**src/rtl/gain_stage_driver.sv**
```systemverilog
// gain_stage_driver: issues host commands to a param/data coprocessor stage
// as single-cycle strobes, collects data results and returns them over a
// valid/ready response channel, flagging stages that never answer.
// Optional build macro GAIN_STAGE_DRIVER_STATS_EN adds a saturating
// 16-bit response-handshake counter on port txn_count.
module gain_stage_driver #(
  parameter int unsigned MSB     = 31,
  parameter int unsigned TIMEOUT = 15
) (
  input  logic         clk,
  input  logic         rst,
  input  logic         cmd_valid,
  output logic         cmd_ready,
  input  logic         cmd_is_param,
  input  logic [MSB:0] cmd_word,
  output logic         param_en,
  output logic [MSB:0] param_in,
  output logic         data_en,
  output logic [MSB:0] data_in,
  input  logic [MSB:0] stage_out,
  input  logic         stage_en_out,
  output logic         rsp_valid,
  input  logic         rsp_ready,
  output logic [MSB:0] rsp_data,
  output logic         busy,
  output logic         timeout_err,
  input  logic         err_clr
`ifdef GAIN_STAGE_DRIVER_STATS_EN
  ,
  output logic [15:0]  txn_count
`endif
);

  localparam int unsigned CNT_W = 8;
  // Last WAIT cycle index before giving up on the stage.
  localparam logic [CNT_W-1:0] CNT_LAST = CNT_W'(TIMEOUT - 1);

  typedef enum logic [1:0] {
    IDLE = 2'd0,
    WAIT = 2'd1,
    RESP = 2'd2
  } state_t;

  state_t           state;
  logic [CNT_W-1:0] wait_cnt;

  assign cmd_ready = (state == IDLE);
  assign busy      = (state != IDLE);

  // Command issue, result capture, timeout detection and response hold.
  always_ff @(posedge clk or negedge rst) begin
    if (!rst) begin
      state       <= IDLE;
      wait_cnt    <= '0;
      param_en    <= 1'b0;
      param_in    <= '0;
      data_en     <= 1'b0;
      data_in     <= '0;
      rsp_valid   <= 1'b0;
      rsp_data    <= '0;
      timeout_err <= 1'b0;
    end else begin
      param_en <= 1'b0;
      data_en  <= 1'b0;
      // A timeout raised below overrides this clear.
      if (err_clr) begin
        timeout_err <= 1'b0;
      end
      case (state)
        IDLE: begin
          if (cmd_valid) begin
            if (cmd_is_param) begin
              param_en <= 1'b1;
              param_in <= cmd_word;
            end else begin
              data_en  <= 1'b1;
              data_in  <= cmd_word;
              wait_cnt <= '0;
              state    <= WAIT;
            end
          end
        end
        WAIT: begin
          // A result on the final WAIT cycle still wins over the timeout.
          if (stage_en_out) begin
            rsp_data  <= stage_out;
            rsp_valid <= 1'b1;
            wait_cnt  <= '0;
            state     <= RESP;
          end else if (wait_cnt == CNT_LAST) begin
            timeout_err <= 1'b1;
            wait_cnt    <= '0;
            state       <= IDLE;
          end else begin
            wait_cnt <= wait_cnt + CNT_W'(1);
          end
        end
        RESP: begin
          if (rsp_ready) begin
            rsp_valid <= 1'b0;
            state     <= IDLE;
          end
        end
        default: begin
          state <= IDLE;
        end
      endcase
    end
  end

`ifdef GAIN_STAGE_DRIVER_STATS_EN
  // Saturating count of completed response handshakes.
  always_ff @(posedge clk or negedge rst) begin
    if (!rst) begin
      txn_count <= '0;
    end else if (rsp_valid && rsp_ready && (txn_count != 16'hFFFF)) begin
      txn_count <= txn_count + 16'd1;
    end
  end
`endif

endmodule
```
**config.mk**
```make
export PLATFORM = sky130hd
export DESIGN_NAME = gain_stage_driver
export DESIGN_NICKNAME = d
export VERILOG_FILES = /design/src/rtl/gain_stage_driver.sv
export SDC_FILE = /design/constraint.sdc
export NUM_CORES = 1
export LEC_CHECK = 0
export ABC_AREA = 1
export BUFFER_PORTS_ARGS = -buffer_cell sky130_fd_sc_hd__buf_2
export CORE_UTILIZATION = 52
export DETAILED_ROUTE_END_ITERATION = 7
export HOLD_SLACK_MARGIN = 0.1
export PLACE_DENSITY = 0.9
export REMOVE_ABC_BUFFERS = 1
export SETUP_SLACK_MARGIN = 0.4
export SLEW_MARGIN = 20
export SYNTH_ARGS = -nofsm -noshare
export SYNTH_HDL_FRONTEND = slang
export SYNTH_SLANG_ARGS = --single-unit
```
**constraint.sdc**
```tcl
create_clock -name clk -period 2.2 [get_ports clk]
set_input_delay 0.11 -clock clk [delete_from_list [all_inputs] [get_ports clk]]
set_output_delay 0.11 -clock clk [all_outputs]
set_load 0.02 [all_outputs]
```
==> flow_summary.toml <==
[critical_path]
worst-setup-path-type = "reg2reg"
cp_data_arrival_time_ps = 1760
worst_r2r_endpoint = "data_in[27]"
crit_path_start_kind = "flip-flop"
regToRegSetupSlack_ps = 670
worst_r2r_path_depth = 5
r2r-start = "state[1]"
worstSetupEndpoint = "data_in[27]"
critPathLaunch = "state[1]"
worstPathMaxFanout = 45
crit_required_ps = 2430
critical_path.endpoint_type = "flip-flop"

[synth]
synth_cells = 477
post_synth_most_frequent_cells = "nand2_1 (158), dfrtp_1 (110), inv_1 (47)"
synth.largest_area_cell = "dfrtp_1"
synth-warning-count = 0
ys_seq_elements = 110
netlist_top_cells_area = "dfrtp_1 (61%), nand2_1 (13%), nand3_1 (4.6%)"
synth_enable_flop_cells = 0
synth_area_per_cell_um2 = 9.454
postSynth.asyncResetShare = 1.000
synth.cell_area_mm2 = 0.004509
seq_area_frac_synth = 0.6104
most_repeated_cell_in_the_gate_level_netlist_after_synthesis = "nand2_1"
synth_flop_cell = "dfrtp_1"
post_synth_num_cell_types = 25
synth_top_area_share = 0.6104

[global_route]
first_pass_grt_wire_length_um = 19330
use_met2 = 0.4923
top_usage_layer = "met2"
met3_usage = 0.07974
grt_pass1_vias = 4040
global_route.usage.met1 = 0.3383
grt_overflow = 0
grt_start_max_net_pins = 66
groute.usage.overall = 0.2810
antenna_violations_before_repair = 0

[place]
post-place-ws_ps = 669.9
place.detailed.hpwl_um = 7281
dpl.cell_count = 736
globalplace.congestion = 0.8131
placement.io_buffers = 172

[timing]
finalWorstSetupSlack_ps = 669.9
final.setup.tns_ps = 0
timing_max_transition_violations_final = 0
grt_setup_unrepaired = "no"
finalHoldViolCount = 0
worst_pin_slew_ps = 608.9
layout_worst_path_cycle_share = 0.6955
setup_violations = 0
timing.slew.headroom = 0.5926
clock_skew_ps = 14.05
finalCriticalPeriod_ps = 1530
max_clock_freq_mhz = 653.6

[floorplan]
die_footprint_mm2 = 0.009048
io-pin-count = 173
die_h_um = 95.12
die_width_um = 95.12
core_mm2 = 0.008299
row_count = 33
initial_core_util = 0.5433

[clocking]
clkSlewWorstSetupHoldPaths_ps = 100
clk-insertion-delay-late_ps = 350
cts.root.buffer_cell = "clkbuf_8"
h-tree-depth = 3
cts_sinks = 110
cts.path.max_buffers = 2
cts_inserted_buffers = 9
post-cts-setup-buffer-count = 0
clock_tree_from_tritoncts = "built"

[layout]
fillers = 518
post_layout_nonfiller_instances = 820
flow.area_growth_from_synthesis_pct = 38.93
post-route-util = 0.7549
drive_gt1_frac = 0.3133
seqCellArea_mm2 = 0.002753
nets = 783
multi_input_comb_area_mm2 = 0.001386
insertedDiodeCount = 0

[power]
design_power_total_uw = 7198
power_leakage_uw = 0.003465
ir_worst_vdd_v = 0.0007513
power_density_mw_per_mm2 = 1149

[outcome]
outcome = "completed"

[detailed_routing]
detailroute.via_count = 4122
routed_wl_um = 12500
viasPerCell = 5.027
wl_per_cell_um = 15.24
route.detailed.drc = 0
drt_pre_antenna_iters = 5
drt_iter0_markers = 177
drtAntennaViolNets = 0

[flow_run]
max_cap_violations = 0

[hold_path]
hold_path.class = "in2async"
flip-flops by register name, summed over array words and instances, names as in the netlist:
name         count
wait_cnt         8
rsp_valid        1
data_in         32
param_en         1
timeout_err      1
data_en          1
state            2
param_in        32
rsp_data        32
worst min-delay path by stage:
stage          start  slack [ps]  depth (start not counted)      endpoint
2_1_floorplan    rst        -190                          0       data_en
3_3_place_gp     rst          90                          1  rsp_data[24]
3_5_place_dp     rst         110                          1  rsp_data[24]
4_1_cts          rst         260                          2   rsp_data[8]
5_1_grt          rst         280                          2  rsp_data[28]
6_report         rst         240                          2  rsp_data[24]
through the flow:
stage               hold WS, ps  area, um2
floorplan                -185.6       4330
global placement          89.46       5408
detailed placement        105.9       5408
CTS                       262.1       6265
global route              281.1       6265
finish                    243.5       6265
critical path, cell delays in order (launching register included):
cell	delay, ps
dfrtp_1	500
nor2_4	180
nand2_2	290
buf_12	290
nand2_1	90
o21ai_1	70
cells by family (layout without fill, tap and decap cells):
logic type,Yosys count,after routing,synth area share
simple gates,221,221,0.2070
flops,110,110,0.6104
buf+inv,75,313,0.08213
compound gates,68,68,0.09295
fa+ha+maj,2,2,0.005549
xor+xnor,1,1,0.001943
report_power, final:
group / switching (uW) / internal [uW]
clock: 642 / 449
combinational: 1950 / 989
sequential: 434 / 2730
total: 3030 / 4170
layer usage:
layer	part of all wire	wire, um
met1	0.40	5009
met5	0	0
met2	0.50	6254
met4	0.015	185
met3	0.084	1047
cell usage in the layout, fill, tap and decap left out, drive strengths merged:
cell and count:
o31ai 1, nand4 2, nor2 16, dlygate4sd3 68
o21ai 66, clkinvlp 3, nand3 42, inv 52
dfrtp 110, xor2 1, o22ai 1, clkbuf 12
nand2 161, ha 2, buf 178
final cells by class:
cell class / instances / area share
clock inverters: 4 / 0.004993
well taps: 105 / 0.02097
inverters: 51 / 0.03056
multi-input cells: 292 / 0.2213
clock buffers: 12 / 0.02317
flip-flops and latches: 110 / 0.4394
repair buffers: 246 / 0.2596
what timing repair did:
item,CTS,global route
hold buffers,68,0
resized for setup,0,0
hold endpoints to repair,132,0
No activity file was read; power rests on OpenSTA's default activity.
